## src/rtl/if_pkg.sv

```systemverilog
// Shared fetch-stage defaults and the {pc, instr} entry layout used by the fetch queue.
package if_pkg;

    localparam int unsigned XLEN_DEFAULT     = 32;
    localparam int unsigned PC_STEP_DEFAULT  = 4;
    localparam logic [XLEN_DEFAULT-1:0] RESET_PC_DEFAULT = 32'h0000_0000;
    localparam int unsigned PC_ALIGN_BITS    = $clog2(PC_STEP_DEFAULT);

    // Queue entries are packed with pc in the upper half and instr in the lower half.
    typedef struct packed {
        logic [XLEN_DEFAULT-1:0] pc;
        logic [XLEN_DEFAULT-1:0] instr;
    } fetch_entry_t;

endpackage

```

## src/rtl/if_fetch_stage_if.sv

```systemverilog
// IF/ID valid/ready handshake carrying the head instruction, its pc and its fall-through npc.
interface if_fetch_stage_if
    import if_pkg::*;
#(
    parameter int unsigned XLEN = XLEN_DEFAULT
);

    logic            if_id_valid;
    logic            id_ready;
    logic [XLEN-1:0] if_id_instr;
    logic [XLEN-1:0] if_id_pc;
    logic [XLEN-1:0] if_id_npc;

    modport master (
        output if_id_valid,
        output if_id_instr,
        output if_id_pc,
        output if_id_npc,
        input  id_ready
    );

    modport slave (
        input  if_id_valid,
        input  if_id_instr,
        input  if_id_pc,
        input  if_id_npc,
        output id_ready
    );

endinterface

```

## src/rtl/fetch_fifo.sv

```systemverilog
// Power-of-two fetch queue with synchronous flush; flush beats push and pop in the same cycle.
module fetch_fifo
    import if_pkg::*;
#(
    parameter int unsigned DEPTH = 2,
    parameter int unsigned W     = 2 * XLEN_DEFAULT
) (
    input  logic                       clk_i,
    input  logic                       rst_ni,
    input  logic                       flush_i,
    input  logic                       push_i,
    input  logic [W-1:0]               wdata_i,
    input  logic                       pop_i,
    output logic [$clog2(DEPTH):0]     count_o,
    output logic [W-1:0]               head_o
);

    localparam int unsigned PtrW = $clog2(DEPTH);
    localparam int unsigned CntW = PtrW + 1;

    logic [W-1:0]    mem_q [DEPTH];
    logic [PtrW-1:0] rd_q, rd_d, wr_q, wr_d;
    logic [CntW-1:0] cnt_q, cnt_d;

    always_comb begin
        rd_d  = rd_q;
        wr_d  = wr_q;
        cnt_d = cnt_q;
        if (flush_i) begin
            rd_d  = '0;
            wr_d  = '0;
            cnt_d = '0;
        end else begin
            if (push_i) wr_d = wr_q + PtrW'(1);
            if (pop_i)  rd_d = rd_q + PtrW'(1);
            case ({push_i, pop_i})
                2'b10:   cnt_d = cnt_q + CntW'(1);
                2'b01:   cnt_d = cnt_q - CntW'(1);
                default: cnt_d = cnt_q;
            endcase
        end
    end

    always_ff @(posedge clk_i) begin
        if (!rst_ni) begin
            rd_q  <= '0;
            wr_q  <= '0;
            cnt_q <= '0;
        end else begin
            rd_q  <= rd_d;
            wr_q  <= wr_d;
            cnt_q <= cnt_d;
        end
    end

    // Storage needs no reset: the top gates head fields with valid.
    always_ff @(posedge clk_i) begin
        if (push_i && !flush_i) mem_q[wr_q] <= wdata_i;
    end

    assign count_o = cnt_q;
    assign head_o  = mem_q[rd_q];

endmodule

```

## src/rtl/if_fetch_stage.sv

```systemverilog
// Instruction fetch: registered PC, one-cycle-latency imem port, in-flight tracking, fetch queue
// to decode, and branch-redirect flush.
module if_fetch_stage
    import if_pkg::*;
#(
    parameter int unsigned     XLEN     = XLEN_DEFAULT,
    parameter logic [XLEN-1:0] RESET_PC = RESET_PC_DEFAULT,
    parameter int unsigned     PC_STEP  = PC_STEP_DEFAULT,
    parameter int unsigned     DEPTH    = 2
) (
    input  logic                  clk,
    input  logic                  rst_n,
    input  logic                  ex_mem_pcsrc,
    input  logic [XLEN-1:0]       ex_mem_npc,
    output logic                  imem_req,
    output logic [XLEN-1:0]       imem_addr,
    input  logic [XLEN-1:0]       imem_rdata,
    if_fetch_stage_if.master      if_id
);

    localparam int unsigned     CntW   = $clog2(DEPTH) + 1;
    localparam logic [XLEN-1:0] Step   = XLEN'(PC_STEP);
    localparam logic [XLEN-1:0] PcMask = ~(XLEN'(PC_STEP - 1));

    logic [XLEN-1:0]   pc_q, pc_d;
    logic [XLEN-1:0]   inflight_pc_q, inflight_pc_d;
    logic              inflight_q, inflight_d;
    logic [CntW-1:0]   count;
    logic [2*XLEN-1:0] head;
    logic [CntW:0]     occupancy;
    logic              valid, pop, push, issue;
    logic [XLEN-1:0]   head_pc, head_instr;

    assign valid = (count != '0);
    assign pop   = valid & if_id.id_ready;
    assign push  = inflight_q & ~ex_mem_pcsrc;

    // Slots already promised: queued entries minus this cycle's pop plus the response in flight.
    assign occupancy = {1'b0, count} - (CntW + 1)'(pop) + (CntW + 1)'(inflight_q);
    assign issue     = rst_n & ~ex_mem_pcsrc & (occupancy < (CntW + 1)'(DEPTH));

    always_comb begin
        pc_d          = pc_q;
        inflight_d    = issue;
        inflight_pc_d = inflight_pc_q;
        if (ex_mem_pcsrc) begin
            pc_d = ex_mem_npc & PcMask;
        end else if (issue) begin
            pc_d          = pc_q + Step;
            inflight_pc_d = pc_q;
        end
    end

    always_ff @(posedge clk) begin
        if (!rst_n) begin
            pc_q          <= RESET_PC;
            inflight_q    <= 1'b0;
            inflight_pc_q <= '0;
        end else begin
            pc_q          <= pc_d;
            inflight_q    <= inflight_d;
            inflight_pc_q <= inflight_pc_d;
        end
    end

    fetch_fifo #(
        .DEPTH (DEPTH),
        .W     (2 * XLEN)
    ) u_fifo (
        .clk_i   (clk),
        .rst_ni  (rst_n),
        .flush_i (ex_mem_pcsrc),
        .push_i  (push),
        .wdata_i ({inflight_pc_q, imem_rdata}),
        .pop_i   (pop),
        .count_o (count),
        .head_o  (head)
    );

    assign head_pc    = head[2*XLEN-1:XLEN];
    assign head_instr = head[XLEN-1:0];

    assign imem_req  = issue;
    assign imem_addr = pc_q;

    assign if_id.if_id_valid = valid;
    assign if_id.if_id_pc    = valid ? head_pc : '0;
    assign if_id.if_id_instr = valid ? head_instr : '0;
    assign if_id.if_id_npc   = valid ? head_pc + Step : '0;

endmodule

```

## src/flat_wrapper.sv

```systemverilog
// flat-port wrapper written by rule: the top's interface ports become plain ports
module if_fetch_stage_flat import if_pkg::*;
#(
    parameter int unsigned     XLEN     = XLEN_DEFAULT,
    parameter logic [XLEN-1:0] RESET_PC = RESET_PC_DEFAULT,
    parameter int unsigned     PC_STEP  = PC_STEP_DEFAULT,
    parameter int unsigned     DEPTH    = 2
)
  (clk, rst_n, ex_mem_pcsrc, ex_mem_npc, imem_req, imem_addr, imem_rdata, if_id_if_id_valid, if_id_if_id_instr, if_id_if_id_pc, if_id_if_id_npc, if_id_id_ready);
  if_fetch_stage_if #(.XLEN(XLEN)) if_id_i ();
  input  logic clk;
  input  logic rst_n;
  input  logic ex_mem_pcsrc;
  input  logic [XLEN-1:0] ex_mem_npc;
  output logic imem_req;
  output logic [XLEN-1:0] imem_addr;
  input  logic [XLEN-1:0] imem_rdata;
  output wire logic [$bits(if_id_i.if_id_valid)-1:0] if_id_if_id_valid;
  output wire logic [$bits(if_id_i.if_id_instr)-1:0] if_id_if_id_instr;
  output wire logic [$bits(if_id_i.if_id_pc)-1:0] if_id_if_id_pc;
  output wire logic [$bits(if_id_i.if_id_npc)-1:0] if_id_if_id_npc;
  input wire logic [$bits(if_id_i.id_ready)-1:0] if_id_id_ready;
  assign if_id_if_id_valid = if_id_i.if_id_valid;
  assign if_id_if_id_instr = if_id_i.if_id_instr;
  assign if_id_if_id_pc = if_id_i.if_id_pc;
  assign if_id_if_id_npc = if_id_i.if_id_npc;
  assign if_id_i.id_ready = if_id_id_ready;
  if_fetch_stage #(.XLEN(XLEN), .RESET_PC(RESET_PC), .PC_STEP(PC_STEP), .DEPTH(DEPTH)) u_core (.clk(clk), .rst_n(rst_n), .ex_mem_pcsrc(ex_mem_pcsrc), .ex_mem_npc(ex_mem_npc), .imem_req(imem_req), .imem_addr(imem_addr), .imem_rdata(imem_rdata), .if_id(if_id_i));
endmodule
```

## config.mk

```make
export PLATFORM = sky130hd
export DESIGN_NAME = if_fetch_stage_flat
export DESIGN_NICKNAME = d
export VERILOG_FILES = /design/src/rtl/if_pkg.sv /design/src/rtl/if_fetch_stage_if.sv /design/src/rtl/fetch_fifo.sv /design/src/rtl/if_fetch_stage.sv /design/src/flat_wrapper.sv
export SDC_FILE = /design/constraint.sdc
export NUM_CORES = 1
export LEC_CHECK = 0
export CAP_MARGIN = 20
export CORE_MARGIN = 10
export CORE_UTILIZATION = 30
export DETAILED_ROUTE_END_ITERATION = 12
export SLEW_MARGIN = 10
export SYNTH_ARGS = -nofsm -noshare
export SYNTH_HDL_FRONTEND = slang
export SYNTH_SLANG_ARGS = --single-unit
```

## constraint.sdc

```tcl
create_clock -name clk -period 21.4 [get_ports clk]
set_clock_uncertainty 0.05 [all_clocks]
set_input_delay 4.28 -clock clk [delete_from_list [all_inputs] [get_ports clk]]
set_output_delay 4.28 -clock clk [all_outputs]
set_load 0.01 [all_outputs]
```

==> metrics.txt, run 1 <==
Detailed Route WL 23900 um; Worst-Margin Slew 1.06 ns; Yosys cell types 54; Max Slew Vio Count 0; PortBufs 189; number of global-route vias before repair 6506; Final ANT Viol Nets 0; sequential cell area 5050 um2; Static Leak 3.67 nW; Vias/cell 4.81; register area share after synthesis 0.583; Clk pwr share 0.406; Setup Crit Path Kind in -> out; antenna cells 0; sw frac 0.242; setup repair bufs after CTS 0; first-pass GRT wire length 37300 um; # rows 62; CTS tree yes; Layout area overhead 33.2%; share of cells above drive strength 1 0.0609; I/O pin count 198; # fillers 2821; vias 6662; worst hold slack 0.407 ns; Tmin final 11.26 ns; Sequential Power Share 0.516; Slew HR 0.292; Yosys Warn Count 0; switching power 0.191 mW; Final Hold Viols 0; Max-Cap Viols 0; Setup-failing EPs final 0; Comb pwr share 0.078; crit-path max FO 52; Worst Hold Class reg -> reg; DRC 0; initial antenna violation count 0; Final Cycle Share 0.526; Die X 190 um; CTS Buf Count 17; top_reg_cell synth edfxtp_1; gpl congestion 0.814; maximum clock frequency 0.0888 GHz; commonest non-fill, non-tap cell in the layout clkdlybuf4s50_1; number of synthesized register bits 190; total area of multi-input combinational cells 3360 um2; pwr dens 68.6 nW/um2; clk_lat worst skew 0.43 ns; Clock Path Buffers 2; clock root cell clkbuf_16; most frequent cells in the layout 189 x clkdlybuf4s50_1, 124 x edfxtp_1, 99 x nand2_1; GR Overflow Total 0; Initial Util 0.303; final net count 1059; Worst-path clk slew 0.07 ns; Data required, critical path 17.07 ns; hold-fix buffers at CTS 0; outcome finished, final reports clean; DR WL/cell 17.2 um; DPL Wire Length 16800 um; core area 28500 um2; clock sinks 190; Synth Area per Inst 10.6 um2; gr usage total 0.130; Post-synth EDFFs 124; H-tree depth 4; Die Span Y 190 um; Internal 0.599 mW; iteration count of the initial detailed-routing pass 5; Peak VDD IR 49.6 uV; largest net degree at the start of global routing 88; Layout Utilization 0.404; Worst Hold Depth 0; Crit path arrival time 6.93 ns; Crit. End Element output port; Synth Cell Area 8650 um2; async set-reset flop share out of synthesis 0; PostCTS Resize Cnt 0; CP startpoint kind input pin; path depth of the worst reg2reg path 11; unrepaired setup endpoints after global routing no; Mapped Cells 816; area of the die 36000 um2; setup TNS 0 ns; initial detailed-routing violation count 449
[path summary, 6_finish.rpt]
| kind | start | to | slack, ns |
|---|---|---|---|
| min reg2reg | u_core.inflight_pc_q[29] | u_core.u_fifo.mem_q[1][61] | 0.41 |
| max | if_id_id_ready | imem_req | 10.14 |
| min | u_core.inflight_pc_q[29] | u_core.u_fifo.mem_q[1][61] | 0.41 |
| max reg2reg | u_core.inflight_q | u_core.imem_addr[12] | 17.68 |
[state kept, by name, indices dropped and copies added (netlist names), named ones only]
register,cells
u_core.imem_addr,30
u_core.inflight_pc_q,30
u_core.inflight_q,1
u_core.u_fifo.count_o,2
u_core.u_fifo.mem_q,124
u_core.u_fifo.rd_q,1
u_core.u_fifo.wr_q,1
[metrics by stage]
stage	setup WS, ns	power [mW]	std cells	instance area, um2
2_1_floorplan	11.18	0.443	821	8670
3_3_place_gp	10.18	0.477	1353	10900
3_5_place_dp	10.12	0.478	1353	10900
4_1_cts	10.11	0.802	1385	11500
5_1_grt	9.95	0.823	1385	11500
6_report	10.14	0.790	1385	11500
[kinds of logic (layout without fill, tap and decap cells)]
kind of cell / after synthesis / after routing / share of synthesized area
multiplexers: 69 / 69 / 0.0810
adder cells (fa/ha/maj): 3 / 3 / 0.00520
flip-flops: 190 / 190 / 0.583
AND/OR/NAND/NOR: 339 / 339 / 0.189
XOR/XNOR: 20 / 20 / 0.0202
buffers and inverters: 66 / 246 / 0.0341
other: 1 / 6 / 0.000433
AO/OA/AOI/OAI: 128 / 128 / 0.0868
[final cells by class]
| cell class | count | area share |
|---|---|---|
| flip-flops and latches | 190 | 0.438 |
| multi-input cells | 565 | 0.291 |
| repair buffers | 201 | 0.172 |
| well taps | 384 | 0.0417 |
| clock buffers | 19 | 0.0413 |
| clock inverters | 13 | 0.0114 |
| inverters | 13 | 0.00423 |
[cell usage after synthesis (2+ instances only)]
master | number | area [um2]
o21ai_0 | 24 | 120
a22oi_1 | 7 | 52.6
a21oi_1 | 60 | 300
nand2_1 | 99 | 372
nand3_1 | 31 | 155
nand4b_1 | 6 | 52.6
or3_1 | 8 | 50.1
mux2i_1 | 61 | 611
edfxtp_1 | 124 | 3720
buf_2 | 11 | 55.1
a31oi_1 | 15 | 93.8
ha_1 | 2 | 25.0
and2_1 | 7 | 43.8
and3_1 | 7 | 43.8
nor2_1 | 97 | 364
nor2b_1 | 10 | 62.6
o31a_1 | 4 | 35.0
nor3_1 | 15 | 75.1
mux2_2 | 8 | 90.1
nand4_1 | 21 | 131
nor3b_1 | 4 | 30.0
xnor2_1 | 14 | 123
nand2b_1 | 8 | 50.1
nor4_1 | 6 | 37.5
dfxtp_1 | 66 | 1320
clkbuf_1 | 30 | 113
buf_1 | 4 | 15.0
xor2_1 | 6 | 52.6
and2_0 | 2 | 12.5
a2bb2oi_1 | 2 | 17.5
a32oi_1 | 3 | 26.3
buf_4 | 7 | 52.6
inv_1 | 13 | 48.8
nand3b_1 | 10 | 75.1
a211oi_1 | 4 | 30.0
and4_1 | 2 | 17.5
[power by group through the flow]
stage                     Combinational, mW  Clock [mW]  Sequential, mW
after global routing                 0.0676       0.346           0.410
after CTS                            0.0625       0.331           0.408
after floorplan                      0.0283           0           0.415
after global placement               0.0616           0           0.416
final                                0.0614       0.321           0.408
after detailed placement             0.0621           0           0.416
[worst max-delay path: stages]
cell,delay (ns)
clkdlybuf4s50_1,0.50
nor2b_1,0.21
o21ai_0,0.14
fa_1,0.41
xnor2_1,0.15
nand3_2,0.08
buf_4,0.44
inv_1,0.15
clkdlybuf4s50_1,0.54
[layer usage]
| layer | vias up | global-route usage | wire length [um] |
|---|---|---|---|
| li1 | 3294 | - | - |
| met2 | 221 | 0.188 | 9880 |
| met5 | - | 0 | 0 |
| met1 | 3131 | 0.183 | 11900 |
| met4 | 0 | 0.0330 | 250 |
| met3 | 16 | 0.0436 | 1830 |
No activity file was read; power rests on OpenSTA's default activity.
==> run 2, diff against run 1 <==
==> constraint.sdc (replaced) <==
create_clock -name clk -period 10.59 [get_ports clk]
set_clock_uncertainty 0.05 [all_clocks]
set_input_delay 2.118 -clock clk [delete_from_list [all_inputs] [get_ports clk]]
set_output_delay 2.118 -clock clk [all_outputs]
set_load 0.01 [all_outputs]
==> run 2 against run 1 <==
Sequential cell count unchanged. Worst hold slack better by 0.0024 ns. Global-route usage up 0.072 points. Via count up 1.1%. Critical endpoint unchanged. Sequential share of layout area up 0.17 points. Combinational power up 100%. Total power up 97%. Register-to-register slack worse by 11 ns. Cell count about the same. Final area down 0.39%. Utilization down 0.16 points. Wire length up 0.25%. Critical path type unchanged.
==> metrics.txt, run 2 (synthesized netlist as in run 1, its figures left out) <==
fin area 11500 um2 (-0.39%); R2R Path End u_core.imem_addr[11]; vias 6734 (+1.1%); Layout area overhead 32.6%; max reg flops 124 (unchanged); switching power 0.376 mW (+97%); gr usage total 0.131 (+0.000722); Biggest register u_core.u_fifo.mem_q; core area 28500 um2 (unchanged); Tmin final 6.91 ns; CP startpoint kind input pin; Most common cell on crit path clkdlybuf4s50_1; Detailed Route WL 23900 um (+0.25%); clk_lat worst skew 0.43 ns (about the same); Max Slew Vio Count 0 (unchanged); clock sinks 190 (unchanged); Worst-path clk slew 0.06 ns (about the same); Slew HR 0.378 (+0.0862); I/O pin count 198 (unchanged); placed cell area 10900 um2 (about the same); number of global-route vias before repair 6536 (+0.46%); Max-Cap Viols 0 (unchanged); final net count 1060 (+0.094%); Layout Utilization 0.402 (-0.00158); CTS Buf Count 17 (unchanged); WP buf/inv 4 (unchanged); Crit path depth 9 (unchanged); Setup-failing EPs final 0 (unchanged); Pwr Total 1.55 mW (+97%); path depth of the worst reg2reg path 11 (unchanged); hold-fix buffers at CTS 0 (unchanged); Comb pwr share 0.080 (+0.002); # fillers 2824 (+0.11%); Worst-Margin Slew 0.933 ns (-0.129 ns); Final Hold Viols 0 (unchanged); DRC 0 (unchanged); setup repair bufs after CTS 0 (unchanged); Initial Util 0.303 (unchanged); area of the die 36000 um2 (unchanged); crit-path max FO 52 (unchanged); sw frac 0.242 (about the same); initial detailed-routing violation count 419 (-6.7%); Crit path arrival time 4.74 ns (-2.19 ns); iteration count of the initial detailed-routing pass 5 (unchanged); Worst Hold Depth 0 (unchanged); Worst Hold Class reg -> reg; Setup Crit Path Kind in -> out; Die Span Y 190 um (unchanged); Sequential Power Share 0.531 (+0.015); PostCTS Resize Cnt 0 (unchanged); critical path's slowest cell clkdlybuf4s50_1; Vias/cell 4.86 (+1.0%); H-tree depth 4 (unchanged); # rows 62 (unchanged); Internal 1.18 mW (+96%); outcome finished, final reports clean; Die X 190 um (unchanged); unrepaired setup endpoints after global routing no; antenna cells 0 (unchanged); PortBufs 189 (unchanged); Clock Path Buffers 2 (unchanged); setup TNS 0 ns (unchanged); DPL Wire Length 16800 um (about the same); Final Cycle Share 0.653; gpl congestion 0.812 (-0.23%); Crit. End Element output port; end of the critical path imem_req; commonest non-fill, non-tap cell in the layout clkdlybuf4s50_1; share of cells above drive strength 1 0.0609 (about the same); CTS tree yes; worst hold slack 0.409 ns (+0.00235 ns); first-pass GRT wire length 37400 um (+0.30%); Final ANT Viol Nets 0 (unchanged); origin of the critical flop-to-flop path u_core.inflight_q; CP cell instances clkdlybuf4s50_1, nor2b_1, o21ai_0, fa_1, xnor2_1, nand3_2, buf_4, inv_1, clkdlybuf4s50_1; Clk pwr share 0.389 (-0.017); most frequent cells in the layout 189 x clkdlybuf4s50_1, 124 x edfxtp_1, 99 x nand2_1; clock root cell clkbuf_16; largest net degree at the start of global routing 88 (unchanged); maximum clock frequency 0.145 GHz; GR Overflow Total 0 (unchanged); Worst setup startpoint if_id_id_ready; critical path's top delay family buffers and inverters; Worst path max stage delay 0.52 ns (-0.02 ns); Peak VDD IR 80.7 uV (+63%); Static Leak 3.64 nW (-0.79%); Data required, critical path 8.42 ns (-8.65 ns); initial antenna violation count 0 (unchanged); FF-to-FF setup slack 6.92 ns (-10.76 ns); DR WL/cell 17.3 um (+0.18%); pwr dens 135 nW/um2 (+97%)
-- run 2: changes by cell type in the layout (fill, tap and decap cells not counted), sizes merged --
| cell | before | now |
|---|---|---|
| buf | 12 | 13 |
| inv | 23 | 22 |
| clkinvlp | 0 | 3 |
| clkbuf | 19 | 17 |
-- run 2: worst register-to-register path, delay by kind of cell, from the launching register on --
| family | cells | cell delay, ns |
|---|---|---|
| and+or+nand+nor | 3 | 1.08 |
| adders and majority gates | 1 | 0.40 |
| xor gates and xnor gates | 1 | 0.15 |
| AOI/OAI and AO/OA | 3 | 0.54 |
| buffers and inverters | 3 | 0.94 |
| DFF | 1 | 0.44 |
-- run 2: per-stage QoR --
step	worst slack, ns	cells
floorplan	2.89	821
global placement	3.75	1354
detailed placement	3.69	1354
CTS	3.68	1386
global route	3.48	1386
finish	3.68	1386
-- run 2: area by class of cell --
cell class,instances,area (um2),area share
sequential,190,5050,0.440
multi-input combinational,565,3360,0.292
timing repair buffer,202,1990,0.173
tap,384,480,0.0419
clock buffer,17,425,0.0371
clock inverter,15,129,0.0112
inverter,13,48.8,0.00425
-- run 2: power by group through the flow --
stage	Combinational [mW]	Sequential, mW	Clock (mW)
CTS	0.126	0.824	0.625
detailed placement	0.125	0.841	0
floorplan	0.0571	0.838	0
finish	0.125	0.824	0.604
global placement	0.124	0.840	0
global route	0.137	0.827	0.662
-- run 2: metal layers --
layer / up-vias / global-route usage / wire [um]
met2: 221 / 0.184 / 9880
met3: 12 / 0.0419 / 1590
li1: 3292 / - / -
met4: 0 / 0.0269 / 142
met5: - / 0 / 0
met1: 3209 / 0.191 / 12300
-- run 2: how the worst min path moves through the flow --
stage	slack, ns	endpoint	startpoint
2_1_floorplan	0.38	u_core.u_fifo.mem_q[0][34]	u_core.inflight_pc_q[2]
3_3_place_gp	0.39	u_core.u_fifo.mem_q[0][61]	u_core.inflight_pc_q[29]
3_5_place_dp	0.40	u_core.u_fifo.mem_q[1][45]	u_core.inflight_pc_q[13]
4_1_cts	0.41	u_core.u_fifo.mem_q[0][45]	u_core.inflight_pc_q[13]
5_1_grt	0.44	u_core.u_fifo.mem_q[0][61]	u_core.inflight_pc_q[29]
6_report	0.41	u_core.u_fifo.mem_q[0][61]	u_core.inflight_pc_q[29]
==> run 3, diff against run 2 <==
==> constraint.sdc (replaced) <==
create_clock -name clk -period 6.35 [get_ports clk]
set_clock_uncertainty 0.05 [all_clocks]
set_input_delay 1.27 -clock clk [delete_from_list [all_inputs] [get_ports clk]]
set_output_delay 1.27 -clock clk [all_outputs]
set_load 0.01 [all_outputs]
==> run 3 against run 2 <==
Setup slack got worse by 2.2 ns. Register-to-register slack got worse by 3.7 ns. Worst hold slack improved by 0.0071 ns. Highest routed layer unchanged.
==> metrics.txt, run 3 (synthesized netlist as in run 1, its figures left out) <==
initial antenna violation count 0 (unchanged); CTS tree yes; largest net degree at the start of global routing 64 (-27%); most frequent cells in the layout 188 x clkdlybuf4s50_1, 124 x edfxtp_1, 99 x nand2_1; # rows 62 (unchanged); DR WL/cell 17.4 um (+1.1%); Biggest register u_core.u_fifo.mem_q; R2R Path End u_core.imem_addr[24]; Worst Hold Depth 0 (unchanged); # fillers 2871 (+1.7%); total area of multi-input combinational cells 3360 um2 (+0.19%); fin area 11500 um2 (+0.34%); CP startpoint kind input pin; Setup Crit Path Kind in -> out; gr usage total 0.132 (+0.00122); PostCTS Resize Cnt 0 (unchanged); Die Span Y 190 um (unchanged); I/O pin count 198 (unchanged); Final Hold Viols 0 (unchanged); Tmin final 4.84 ns; Worst-path clk slew 0.07 ns (about the same); sw frac 0.235 (-0.00757); Crit. End Element output port; crit-path max FO 6 (-88%); DRC 0 (unchanged); pwr dens 231 nW/um2 (+71%); Crit path arrival time 3.52 ns (-1.22 ns); core area 28500 um2 (unchanged); Final ANT Viol Nets 0 (unchanged); unrepaired setup endpoints after global routing no; Detailed Route WL 24200 um (+1.1%); Sequential Power Share 0.517 (-0.014); clock root cell clkbuf_16; placed cell area 10900 um2 (about the same); Vias/cell 4.83 (-0.59%); max reg flops 124 (unchanged); initial detailed-routing violation count 384 (-8.4%); area of the die 36000 um2 (unchanged); Static Leak 3.66 nW (+0.43%); Die X 190 um (unchanged); Peak VDD IR 141 uV (+75%); Worst-Margin Slew 0.935 ns (+0.00214 ns); H-tree depth 4 (unchanged); clock sinks 190 (unchanged); switching power 0.624 mW (+66%); clk_lat worst skew 0.43 ns (about the same); Clk pwr share 0.405 (+0.016); DPL Wire Length 17200 um (+2.4%); Clock Path Buffers 2 (unchanged); FF-to-FF setup slack 3.26 ns (-3.66 ns); Data required, critical path 5.03 ns (-3.39 ns); Comb pwr share 0.078 (-0.002); iteration count of the initial detailed-routing pass 5 (unchanged); GR Overflow Total 0 (unchanged); share of cells above drive strength 1 0.0618 (+0.000936); Worst Hold Class reg -> reg; Slew HR 0.374 (-0.00373); Final Cycle Share 0.763; gpl congestion 0.781 (-3.8%); CTS Buf Count 17 (unchanged); hold endpoint u_core.u_fifo.mem_q[0][53]; final net count 1061 (+0.094%); Layout area overhead 33.1%; Hold Startpoint u_core.inflight_pc_q[21]; Worst setup startpoint if_id_id_ready; setup TNS 0 ns (unchanged); Max Slew Vio Count 0 (unchanged); commonest non-fill, non-tap cell in the layout clkdlybuf4s50_1; PortBufs 189 (unchanged); first-pass GRT wire length 37900 um (+1.4%); antenna cells 0 (unchanged); vias 6699 (-0.52%); outcome finished, final reports clean; Initial Util 0.303 (unchanged); hold-fix buffers at CTS 0 (unchanged); path depth of the worst reg2reg path 10 (-1); number of global-route vias before repair 6569 (+0.50%); Setup-failing EPs final 0 (unchanged); origin of the critical flop-to-flop path u_core.inflight_q; Internal 2.04 mW (+73%); maximum clock frequency 0.206 GHz; sequential cell area 5050 um2 (unchanged); setup repair bufs after CTS 0 (unchanged); Max-Cap Viols 0 (unchanged)
-- run 3: cell types whose count changed in the layout (fill, tap and decap cells not counted) --
cell | before | now
clkbuf_1 | 0 | 1
nor3b_2 | 1 | 0
nor3b_4 | 0 | 1
inv_8 | 4 | 1
buf_4 | 13 | 14
bufinv_16 | 0 | 2
buf_2 | 0 | 1
clkdlybuf4s50_1 | 189 | 188
-- run 3: routing by layer --
metal  share of wire  up-vias  track usage  wire length, um
met2            0.42      223        0.188            10000
li1                -     3305            -                -
met1            0.50     3150        0.188            12100
met3           0.070       21       0.0386             1700
met5               0        -            0                0
met4           0.015        0       0.0421              373
-- run 3: cell type report --
type,instances,area share
sequential,190,0.438
multi-input combinational,565,0.292
inverter,13,0.00424
clock buffer,18,0.0373
timing repair buffer,203,0.173
clock inverter,14,0.0135
tap,384,0.0417
-- run 3: worst max path at each step --
stage          depth (start not counted)  slack, ns                   endpoint
3_3_place_gp                           8       1.53                   imem_req
6_report                               8       1.51                   imem_req
3_5_place_dp                           8       1.52                   imem_req
4_1_cts                                8       1.50                   imem_req
5_1_grt                                7       1.26        if_id_if_id_npc[30]
2_1_floorplan                          3       1.72  u_core.u_fifo.mem_q[0][0]
-- run 3: stage by stage --
step	hold slack (ns)	total power [mW]	instances	setup slack, ns	utilization
6_report	0.416	2.66	1387	1.51	0.403
2_1_floorplan	0.375	1.49	821	1.72	-
4_1_cts	0.421	2.69	1387	1.50	0.403
3_3_place_gp	0.385	1.61	1355	1.53	0.383
5_1_grt	0.435	2.76	1387	1.26	0.403
3_5_place_dp	0.397	1.61	1355	1.52	0.383
-- run 3: power groups by stage --
stage	Sequential (mW)	Combinational [mW]	Clock [mW]
6_report	1.38	0.207	1.08
5_1_grt	1.38	0.228	1.15
4_1_cts	1.38	0.211	1.11
3_5_place_dp	1.40	0.210	0
3_3_place_gp	1.40	0.208	0
2_1_floorplan	1.40	0.0954	0
-- run 3: worst max-delay path, stage by stage --
cell and delay [ns]:
clkdlybuf4s50_1 0.56, nor2b_1 0.15, o21ai_0 0.12, fa_1 0.40
xnor2_1 0.18, nand3_2 0.10, inv_1 0.08, clkdlybuf4s50_1 0.65
